**config.mk**
```make
export PLATFORM = sky130hd
export DESIGN_NAME = pipe_trap_ctrl
export DESIGN_NICKNAME = d
export VERILOG_FILES = /design/src/rtl/pipe_trap_ctrl.sv
export SDC_FILE = /design/constraint.sdc
export NUM_CORES = 1
export LEC_CHECK = 0
export ABC_CLOCK_PERIOD_IN_PS = 3550
export CAP_MARGIN = 20
export CORE_AREA = 2 2 106 108
export CTS_BUF_LIST = sky130_fd_sc_hd__clkbuf_2
export CTS_CLUSTER_DIAMETER = 50
export DETAILED_ROUTE_END_ITERATION = 10
export DIE_AREA = 0 0 108 110
export HOLD_SLACK_MARGIN = 0.08
export PLACE_DENSITY = 0.74
export RECOVER_POWER = 50
export SETUP_SLACK_MARGIN = 0.5
export SLEW_MARGIN = 25
export SYNTH_ARGS = -nofsm -noshare
export SYNTH_HDL_FRONTEND = slang
export SYNTH_SLANG_ARGS = --single-unit
export TNS_END_PERCENT = 10
```
**constraint.sdc**
```tcl
create_clock -name clk_i -period 3.55 [get_ports clk_i]
set_input_delay 0.5325 -clock clk_i [delete_from_list [all_inputs] [get_ports clk_i]]
set_output_delay 0.5325 -clock clk_i [all_outputs]
set_load 0.02 [all_outputs]
```
**src/rtl/pipe_trap_ctrl.sv**
```systemverilog
// ============================================================================
// pipe_trap_ctrl : pipeline stall/flush merge with trap-entry and mret sequencer
// Rev 1.0
// ============================================================================
`default_nettype none

module pipe_trap_ctrl (
  input  logic        clk_i,
  input  logic        rst_i,
  input  logic        stallreq_id_i,
  input  logic        stallreq_exe_i,
  input  logic        stallreq_mem_i,
  input  logic        branch_i,
  input  logic [31:0] branch_target_i,
  input  logic [31:0] exception_i,
  input  logic [31:0] inst_addr_i,
  input  logic        int_req_i,
  input  logic        mie_i,
  input  logic [31:0] mtvec_i,
  input  logic [31:0] mepc_i,
  output logic [5:0]  stall_o,
  output logic        flush_o,
  output logic        flush_int_o,
  output logic [31:0] new_pc_o,
  output logic        new_pc_valid_o,
  output logic        csr_we_o,
  output logic        csr_mret_o,
  output logic [31:0] mepc_o,
  output logic [31:0] mcause_o
);

  localparam logic [5:0] STALL_ALL = 6'b011111;
  localparam logic [5:0] STALL_EXE = 6'b001111;
  localparam logic [5:0] STALL_ID  = 6'b000111;

  typedef enum logic [1:0] {
    S_IDLE  = 2'd0,
    S_DRAIN = 2'd1,
    S_TRAP  = 2'd2
  } state_e;

  state_e      state_q, state_d;
  logic [31:0] mepc_q;
  logic [31:0] mcause_q, mcause_d;
  logic        mret_q, mret_d;
  logic        trap_cond;
  logic        int_pending;

  assign int_pending = int_req_i & mie_i & (inst_addr_i != 32'd0);
  assign trap_cond   = (state_q == S_IDLE) & ((exception_i != 32'd0) | int_pending);

  // First matching exception bit wins; interrupt is the fallback cause.
  always_comb begin
    mcause_d = 32'h8000_000B;
    mret_d   = 1'b0;
    if (exception_i[0])      mcause_d = 32'd11;
    else if (exception_i[1]) mcause_d = 32'd3;
    else if (exception_i[2]) mcause_d = 32'd2;
    else if (exception_i[3]) mcause_d = 32'd4;
    else if (exception_i[4]) mcause_d = 32'd6;
    else if (exception_i[8]) begin
      mcause_d = 32'd0;
      mret_d   = 1'b1;
    end
  end

  always_comb begin
    state_d = state_q;
    case (state_q)
      S_IDLE:  if (trap_cond) state_d = stallreq_mem_i ? S_DRAIN : S_TRAP;
      S_DRAIN: if (!stallreq_mem_i) state_d = S_TRAP;
      S_TRAP:  state_d = S_IDLE;
      default: state_d = S_IDLE;
    endcase
  end

  always_ff @(posedge clk_i) begin
    if (rst_i) begin
      state_q  <= S_IDLE;
      mepc_q   <= 32'd0;
      mcause_q <= 32'd0;
      mret_q   <= 1'b0;
    end else begin
      state_q <= state_d;
      if (trap_cond) begin
        mepc_q   <= inst_addr_i;
        mcause_q <= mcause_d;
        mret_q   <= mret_d;
      end
    end
  end

  always_comb begin
    stall_o        = 6'b000000;
    flush_o        = 1'b0;
    flush_int_o    = 1'b0;
    new_pc_o       = 32'd0;
    new_pc_valid_o = 1'b0;
    csr_we_o       = 1'b0;
    csr_mret_o     = 1'b0;

    if (trap_cond || state_q == S_DRAIN) stall_o = STALL_ALL;
    else if (state_q == S_TRAP)          stall_o = 6'b000000;
    else if (stallreq_mem_i)             stall_o = STALL_ALL;
    else if (stallreq_exe_i)             stall_o = STALL_EXE;
    else if (stallreq_id_i)              stall_o = STALL_ID;

    if (state_q == S_TRAP) begin
      flush_int_o    = 1'b1;
      new_pc_valid_o = 1'b1;
      csr_we_o       = 1'b1;
      csr_mret_o     = mret_q;
      new_pc_o       = mret_q ? mepc_i : mtvec_i;
    end else if (state_q == S_IDLE && !trap_cond && !stallreq_mem_i &&
                 !stallreq_exe_i && branch_i) begin
      flush_o        = 1'b1;
      new_pc_o       = branch_target_i;
      new_pc_valid_o = 1'b1;
    end
  end

  assign mepc_o   = mepc_q;
  assign mcause_o = mcause_q;

endmodule

`default_nettype wire
```
==> results.txt, run 1 <==
- Maximum fanout along the worst path: 8
- Hold Vio Cnt, Final: 0
- Number of distinct library cell variants in the gate-level netlist after synthesis: 35
- Measured against its own limit, the worst slew margin works out to around 22%.
- In this run, the clock network consumes between 15 and 20% of the power.
- PwrDens: around 210 nW/µm²
* Number of rows created at floorplan: 38
- Global-route wire length before repair: roughly 17,000 µm
- Psw: a little under 0.0004 W
* Post-synthesis sequential element count: 40
- After routing, the total negative slack on setup checks comes to 0 ns.
* Layout net count: ~750
* Clock slew at the register clock pins of the worst setup and hold paths: 0.17 ns
- In the final layout, the share of cells above drive strength 1 is roughly a fifth.
- Pre-antenna DRT Iters: 4
- Global routing used a little under a fifth of the available tracks across all layers.
- In this run the number of H-tree levels came out at 2.
- Number of antenna violations at the first check in global routing: 0
* Setup crit end kind: output pin
- Data arrival time of the critical path: around 2.6 ns
- Share of the yosys chip area belonging to registers: 27.54%
- For this design, the slowest cell found on the critical path is sky130_fd_sc_hd__clkdlybuf4s50_1.
* Die W: about 110 µm
* Effective utilization at floorplan: between 20% and 30%
- Chain of cells forming the critical path: clkdlybuf4s50_1, nor4_2, nand3_1, or3_4, nor3_4, buf_6, buf_12, buf_16, o2bb2ai_2, buf_6
- Port-buffer cells: roughly 250
- Cell internal power was estimated by the tool at approximately 0.00082 W.
* Leakage Power: between 2 and 3 nW
- The cell that appears most often on the critical path is sky130_fd_sc_hd__buf_6.
- Count of inserted antenna diode cells: 0
* Net switching fraction of the power: about a third
* CORE AREA: between 10,000 and 15,000 µm²
- Buffers inserted during clock tree synthesis total 5.
- Worst skew pair latency: between 0.3 and 0.4 ns
- Subtracting the final worst setup slack from the clock period gives between 3 and 4 ns.
- The min-delay analysis places its worst path in the category reg -> reg.
* Launching element type of the critical path: input pin
- R2R Setup Slk: between 1 and 1.5 ns
- Final routed wire length divided by cell count: roughly 17 µm
- Setup repair after global routing could not meet its margin everywhere.
- The number of max-slew violations in the final report came to 0.
* Number of max-cap violations: 0
- The routed design has 12,070 µm of wire.
* Slew at the pin closest to its max-slew limit: roughly 1.2 ns
* Largest net degree at the start of global routing: 78
- Count of flip-flops with a built-in enable after synthesis: 0
- The area growth from synthesis to layout is 97.42%.
- Biggest cell delay along the critical path: between 0.4 and 0.5 ns
- The clock passes through at most 2 buffers.
- For this run, the number of Yosys warnings is 0.
* Remaining Overflow, GRT: 0
- Die Outline Area: roughly 12,000 µm²
* Syn Std Cell Area: 2908 µm²
- Share of synthesized flip-flops with an asynchronous set or reset: 0%
- Clock tree from TritonCTS: done
- The congestion estimate from routability-driven global placement came to about 0.78.
- The detail route stage leaves a number of antenna-violating nets equal to 0.
- Using the TritonRoute via totals, the vias-per-cell ratio works out to roughly 4.6.
- DRT iter0 DRCs: 66
* Number of top-level design ports: around 280
* Root buf cell: sky130_fd_sc_hd__clkbuf_2
* DRC violations left: 0
* Syn Inst Count: 321
- Share of power burned in combinational logic: a little over two fifths
- DIE HEIGHT: around 110 µm
- The run finished with clean final reports.
- The via count of the first global-routing pass came to ~3,400.
* Synthesized area per cell: about 9.1 µm²
- Across the routed clock network, the largest skew measured is a little over 0.03 ns.
* Setup Crit Path Kind: in -> out
* Share of the cycle needed by the critical path after routing: 89.34%
- Maximum operating frequency: about 320 MHz
- Routed vias: ~3,300
* Detailed placer's ending HPWL: approximately 9400 µm
- STA puts the critical path data required time at roughly 3.0 ns.
- Top_reg_cell synth: sky130_fd_sc_hd__dfxtp_1
* Register share of total power: about two fifths
* Worst-case hold slack: a little under 0.5 ns
* Worst IR Drop VDD: approximately 0.00013 V
* Number of failing setup endpoints in the final timing report: 0
* CTS sink count: 40
[routing by layer]
metal / wire, µm / global-route usage [%] / up-vias
met5: 0 / 0 / -
met4: 404 / 7.326 / 0
met3: 864 / 4.938 / 23
met2: 6670 / 35.98 / 145
met1: 4128 / 18.07 / 1510
li1: - / - / 1602
[flip-flops by register name, indices dropped and copies added (netlist names)]
register and flops:
mcause_o 5, mepc_o 32, mret_q 1, state_q 2
[synth_stat cells (2+ instances only)]
cell type	number	share of area (%)
sky130_fd_sc_hd__buf_4	31	8.0
sky130_fd_sc_hd__buf_6	4	1.5
sky130_fd_sc_hd__nand3_1	2	0.34
sky130_fd_sc_hd__inv_1	4	0.52
sky130_fd_sc_hd__buf_2	3	0.52
sky130_fd_sc_hd__o21a_1	2	0.52
sky130_fd_sc_hd__o21ai_0	2	0.34
sky130_fd_sc_hd__nand4_1	3	0.65
sky130_fd_sc_hd__nand2b_1	68	15
sky130_fd_sc_hd__clkbuf_1	15	1.9
sky130_fd_sc_hd__a21oi_1	2	0.34
sky130_fd_sc_hd__nor4_1	14	3.0
sky130_fd_sc_hd__nor2_1	8	1.0
sky130_fd_sc_hd__mux2_2	2	0.77
sky130_fd_sc_hd__nor3_1	4	0.69
sky130_fd_sc_hd__nor2b_1	2	0.43
sky130_fd_sc_hd__o2bb2ai_1	32	9.6
sky130_fd_sc_hd__mux2i_1	67	23
sky130_fd_sc_hd__dfxtp_1	40	28
[cell families after synthesis]
group,after synthesis,share of synthesized area [%]
buffers and inverters,58,12.65
multiplexers,69,23.84
flip-flops,40,27.54
other,1,0.1290
AND/OR/NAND/NOR,109,23.45
AO/OA/AOI/OAI,44,12.39
[path summary, 6_finish.rpt]
path,startpoint,to,cells after the start
worst max register to register,state_q[0],mepc_o[15],4
worst min-delay path,mepc_o[4],mepc_o[4],2
worst max-delay path,exception_i[26],new_pc_o[12],10
worst min register to register,mepc_o[4],mepc_o[4],2
[worst max-delay path, delay by kind of cell]
family / cells / cell delay [ns]
simple gates: 4 / 1.01
buf+inv: 5 / 0.98
compound gates: 1 / 0.11
[repair_timing]
item                                    4_1_cts  5_1_grt
setup buffers                                 4        1
hold buffers                                  0        0
endpoints found under the setup margin       39       39
gates resized for setup                     205       49
gates cloned                                  3        1
pin swaps                                    10       17
[power by group through the flow]
stage	Sequential [W]	Clock (W)	Combinational, W
floorplan	0.000549	0	0.000202
finish	0.000500	0.000189	0.000529
global route	0.000506	0.000222	0.000562
detailed placement	0.000512	0	0.000544
CTS	0.000503	0.000202	0.000538
global placement	0.000510	0	0.000540
[metrics by stage]
step                power [W]  cell area [µm²]  std cells  setup WS, ns  util (%)
global route         0.001290             5741        720        0.2447     53.66
finish               0.001219             5741        720        0.3783     53.66
global placement     0.001050             5483        704       -0.2749     51.25
CTS                  0.001243             5603        718        0.4029     52.37
detailed placement   0.001056             5483        704       -0.2714     51.25
floorplan           0.0007506             3013        348        0.5400         -
[layout by cell type, fill, tap and decap left out, types with 4 or more instances in the layout]
master,netlist,layout
sky130_fd_sc_hd__o2bb2ai_2,0,7
sky130_fd_sc_hd__mux2i_1,67,67
sky130_fd_sc_hd__buf_4,31,33
sky130_fd_sc_hd__nor2_1,8,7
sky130_fd_sc_hd__inv_1,4,4
sky130_fd_sc_hd__dlygate4sd2_1,0,13
sky130_fd_sc_hd__dfxtp_1,40,39
sky130_fd_sc_hd__clkbuf_2,0,9
sky130_fd_sc_hd__nor4_2,0,10
sky130_fd_sc_hd__dlygate4sd3_1,0,37
sky130_fd_sc_hd__nor3_1,4,4
sky130_fd_sc_hd__clkdlybuf4s50_1,0,135
sky130_fd_sc_hd__nand2b_1,68,68
sky130_fd_sc_hd__o2bb2ai_1,32,23
sky130_fd_sc_hd__clkbuf_1,15,5
sky130_fd_sc_hd__buf_2,3,17
sky130_fd_sc_hd__buf_6,4,12
sky130_fd_sc_hd__dlymetal6s2s_1,0,17
sky130_fd_sc_hd__conb_1,1,28
[area by class of cell]
type                    instances  area (µm²)
inverters                       4       15.01
fillers                       997        4957
multi-input cells             250        2006
repair buffers                279        2708
clock buffers                   6       30.03
well taps                     140       175.2
clock inverters                 1       5.005
flip-flops and latches         40       802.0
Power figures use the tool's default switching activity.
==> inputs of run 2 (changes only) <==
--- a/config.mk
+++ b/config.mk
@@ -7,17 +7,16 @@
 export LEC_CHECK = 0
 export ABC_CLOCK_PERIOD_IN_PS = 3550
 export CAP_MARGIN = 20
-export CORE_AREA = 2 2 106 108
+export CORE_AREA = 10 10 108 110
 export CTS_BUF_LIST = sky130_fd_sc_hd__clkbuf_2
 export CTS_CLUSTER_DIAMETER = 50
 export DETAILED_ROUTE_END_ITERATION = 10
-export DIE_AREA = 0 0 108 110
+export DIE_AREA = 0 0 118 120
 export HOLD_SLACK_MARGIN = 0.08
-export PLACE_DENSITY = 0.74
+export PLACE_DENSITY = 0.81
 export RECOVER_POWER = 50
 export SETUP_SLACK_MARGIN = 0.5
 export SLEW_MARGIN = 25
 export SYNTH_ARGS = -nofsm -noshare
 export SYNTH_HDL_FRONTEND = slang
 export SYNTH_SLANG_ARGS = --single-unit
-export TNS_END_PERCENT = 10
==> constraint.sdc (replaced) <==
create_clock -name clk_i -period 3.55 [get_ports clk_i]
set_input_delay 0.5325 -clock clk_i [delete_from_list [all_inputs] [get_ports clk_i]]
set_output_delay 0.5325 -clock clk_i [all_outputs]
set_load 0.05 [all_outputs]
==> run 2 against run 1 <==
Net effect: design area is 6.7% higher; sequential share of layout area is 0.87 points lower; sequential power hardly changed; final cell count is 3.2% lower; combinational power is 36% higher; die area is 19% higher; clock skew is 0.020 ns lower; register-to-register slack worse by 0.04 ns; largest power group unchanged.
==> results.txt, run 2 (same netlist as run 1, synthesis figures left out) <==
* Maximum fanout along the worst path: 5 (-3)
- The final number of hold-violating endpoints is 0 (unchanged).
* Worst skew pair latency: 0.37 ns (about the same)
- Worst clock skew: 0.01056 ns (-0.02042 ns)
- The worst hold path begins at exception_i[2].
- The actual transition at the worst max-transition pin is 1.054 ns (-0.1101 ns).
- Maximum operating frequency: 309.4 MHz (-1.9%)
* Path category of the worst min-delay check: in -> reg
* Setup crit end kind: output pin
- Capture point of the worst reg-to-reg path: mepc_o[29]
- Chain of cells forming the critical path: clkbuf_1, or4_1, nand2b_1, or3_1, clkbuf_1, o31ai_2, clkbuf_1, o21ai_2, buf_4
* Area growth from synthesis to final layout: 110.6%
- Psw: 0.0005639 W (+42%)
- DRC violations left: 0 (unchanged)
- Required time of the critical path: 3.02 ns (about the same)
- The endpoint arrival time on the critical path is 2.70 ns (+0.06 ns).
- TritonCTS built the clock tree.
- Remaining Overflow, GRT: 0 (unchanged)
* Largest net degree at the start of global routing: 78 (unchanged)
- The global routing usage summed across all routing layers was 19.35% (+1.1 points).
* Routed met1 length: 5023 µm (+22%)
- Detailed placer's ending HPWL: 12,100 µm (+29%)
* Port-buffer cells: 246 (unchanged)
- Number of max-cap violations: 0 (unchanged)
* Register area: 802.0 µm² (unchanged)
- Worst IR Drop VDD: 0.0001233 V (-3.2%)
* CP max stage cell: sky130_fd_sc_hd__or4_1
* Commonest non-fill, non-tap cell in the layout: sky130_fd_sc_hd__clkdlybuf4s50_1
- Design area: 6123 µm² (+6.7%)
* Die W: 118 µm (+9.3%)
- The critical path is of the in -> out type.
- The net total in the final layout is 732 (-2.1%).
- The maximum buffer depth of the clock tree is 2 (unchanged).
- Clock slew at the register clock pins of the worst setup and hold paths: 0.19 ns (+0.02 ns)
* Final routed wire length divided by cell count: 21.03 µm (+25%)
- The number of antenna violations at the first check in global routing is 0 (unchanged).
- CORE AREA: 9549 µm² (-11%)
* Sum of buffers and inverters on the critical path: 4 (-1)
- The via count of the first global-routing pass is 3,707 (+8.4%).
- Worst reg-to-reg path cell count: 4 (unchanged)
- Worst-case hold slack: 0.4440 ns (-0.04213 ns)
* Routed length on met2: 8198 µm (+23%)
- The register-to-register setup slack is 1.32 ns (-0.04 ns).
- DIE HEIGHT: 120 µm (+9.1%)
- The top cell types in the final layout, fill and taps aside, are sky130_fd_sc_hd__clkdlybuf4s50_1, sky130_fd_sc_hd__nand2b_1, sky130_fd_sc_hd__mux2i_1.
* Global-route wire length before repair: 21,780 µm (+28%)
* Leakage Power: 2.498 nW (-0.45%)
- Number of buffers added to fix hold violations after cts: 0 (unchanged)
- The via density per instance came to 4.689 (+2.9%).
- Die Outline Area: 14,160 µm² (+19%)
- Hold-critical path endpoint: mcause_o[2]
- The routed wire length came to 14,660 µm (+21%).
* Routed vias: 3,268 (-0.37%)
* Maximum level of the CTS H-tree: 2 (unchanged)
- Cell repeated most along the worst path: sky130_fd_sc_hd__clkbuf_1
* Effective utilization at floorplan: 30.45% (+3.3 points)
- The flow ran to the end, and the final reports show no timing, DRC or antenna violations.
* Unrepaired setup endpoints after global routing: yes
- The antenna diode count came to 0 (unchanged).
* Area post-placement: 5733 µm² (+4.6%)
* Launching element type of the critical path: input pin
- Headroom to the max-slew limit: 29.71% (+7.3 points)
- The final-layout fill cell count came to 779 (-22%).
* Worst path top cell family by delay: simple AND/OR/NAND/NOR gates
* Fraction of layout instances using a drive strength above 1: 19.50% (+0.71 points)
- Number of failing setup endpoints in the final timing report: 0 (unchanged)
- The CTS sink count is 40 (unchanged).
- The fraction of power consumed by combinational cells was 51.2% (+7.8 points).
- PwrDens: 229.4 nW/µm² (+8.1%)
- The number of top-level design ports was 275 (unchanged).
- Register share of total power: 35.6% (-5.5 points)
* Highest signal layer in the routed design: met4
- The net switching share of the total power came to 40.14% (+7.5 points).
* Biggest cell delay along the critical path: 0.55 ns (+0.10 ns)
* Reg-to-reg startpoint: state_q[0]
* Antenna viol nets, final: 0 (unchanged)
- The number of max-slew violations in the final report is 0 (unchanged).
- Internal: 0.0008410 W (+2.4%)
* Routability Congestion: 0.8249 (+6.1%)
* Max FFs per register: 32 (unchanged)
* Number of rows created at floorplan: 36 (-5.3%)
- Inserted Clock Buffers: 5 (unchanged)
- The number of DRC markers after the initial detailed-route iteration is 146 (+120%).
* Pre-antenna DRT Iters: 4 (unchanged)
- Share of the cycle needed by the critical path after routing: 91.04% (+1.7 points)
* Worst hold stages: 4 (+2)
- The root buffer cell chosen for the clock tree is sky130_fd_sc_hd__clkbuf_2.
- The shortest period the worst path allows is 3.232 ns (+0.06008 ns).
- The portion of total power attributed to the clock network came to 13.3% (-2.2 points).
- Accumulated negative setup slack: 0 ns (unchanged)
- The total area of multi-input combinational cells was 2146 µm² (+7.0%).
- The routed length on met3 was 1253 µm (+45%).
==> run 2: power by group through the flow <==
stage               sequential, W  clock, W  combinational, W
finish                   0.000500  0.000186          0.000719
floorplan                0.000622         0          0.000285
global placement         0.000509         0          0.000721
CTS                      0.000502  0.000202          0.000731
detailed placement       0.000511         0          0.000728
global route             0.000505  0.000218          0.000751
==> run 2: stage by stage <==
stage          worst slack (ns)  util [%]  instances  power (W)
2_1_floorplan            0.4614         -        348  0.0009067
3_3_place_gp            0.09149     60.04        679   0.001230
3_5_place_dp            0.02334     60.04        679   0.001239
4_1_cts                  0.4691     64.16        696   0.001434
5_1_grt                  0.2293     64.12        697   0.001473
6_report                 0.3182     64.12        697   0.001405
==> run 2: cell type report <==
| cell class | count | area share, % |
|---|---|---|
| Timing Repair Buffer | 263 | 48.32 |
| Multi-Input combinational cell | 250 | 35.04 |
| Tap cell | 133 | 2.718 |
| Inverter | 4 | 0.2452 |
| Clock buffer | 6 | 0.4904 |
| Clock inverter | 1 | 0.08173 |
| Sequential cell | 40 | 13.10 |
==> run 2: routing by layer <==
| layer | up-vias | global-route usage [%] |
|---|---|---|
| met5 | - | 0 |
| met4 | 0 | 3.555 |
| met3 | 14 | 7.970 |
| met2 | 149 | 38.15 |
| met1 | 1533 | 18.49 |
| li1 | 1572 | - |
==> run 2: worst reg2reg max path, cell delays in order (launching register included) <==
cell and delay (ns):
sky130_fd_sc_hd__dfxtp_1 0.37, sky130_fd_sc_hd__nor2_1 0.23, sky130_fd_sc_hd__o21a_1 0.87, sky130_fd_sc_hd__buf_4 0.45
sky130_fd_sc_hd__mux2i_1 0.24
==> run 2: worst max-delay path by stage <==
| stage | from | endpoint | slack [ns] | cells past startpoint |
|---|---|---|---|---|
| final | exception_i[3] | stall_o[2] | 0.32 | 9 |
| after detailed placement | exception_i[3] | new_pc_o[10] | 0.02 | 8 |
| after CTS | exception_i[3] | new_pc_o[26] | 0.47 | 10 |
| after global placement | exception_i[3] | new_pc_o[5] | 0.09 | 8 |
| after global routing | exception_i[3] | stall_o[2] | 0.23 | 9 |
| after floorplan | exception_i[3] | new_pc_o[10] | 0.46 | 6 |
==> run 2: repair_timing <==
action | 4_1_cts | 5_1_grt
setup buffers | 7 | 1
pin swaps | 23 | 7
gates cloned | 3 | 0
setup endpoints to repair | 39 | 39
resized for setup | 103 | 7
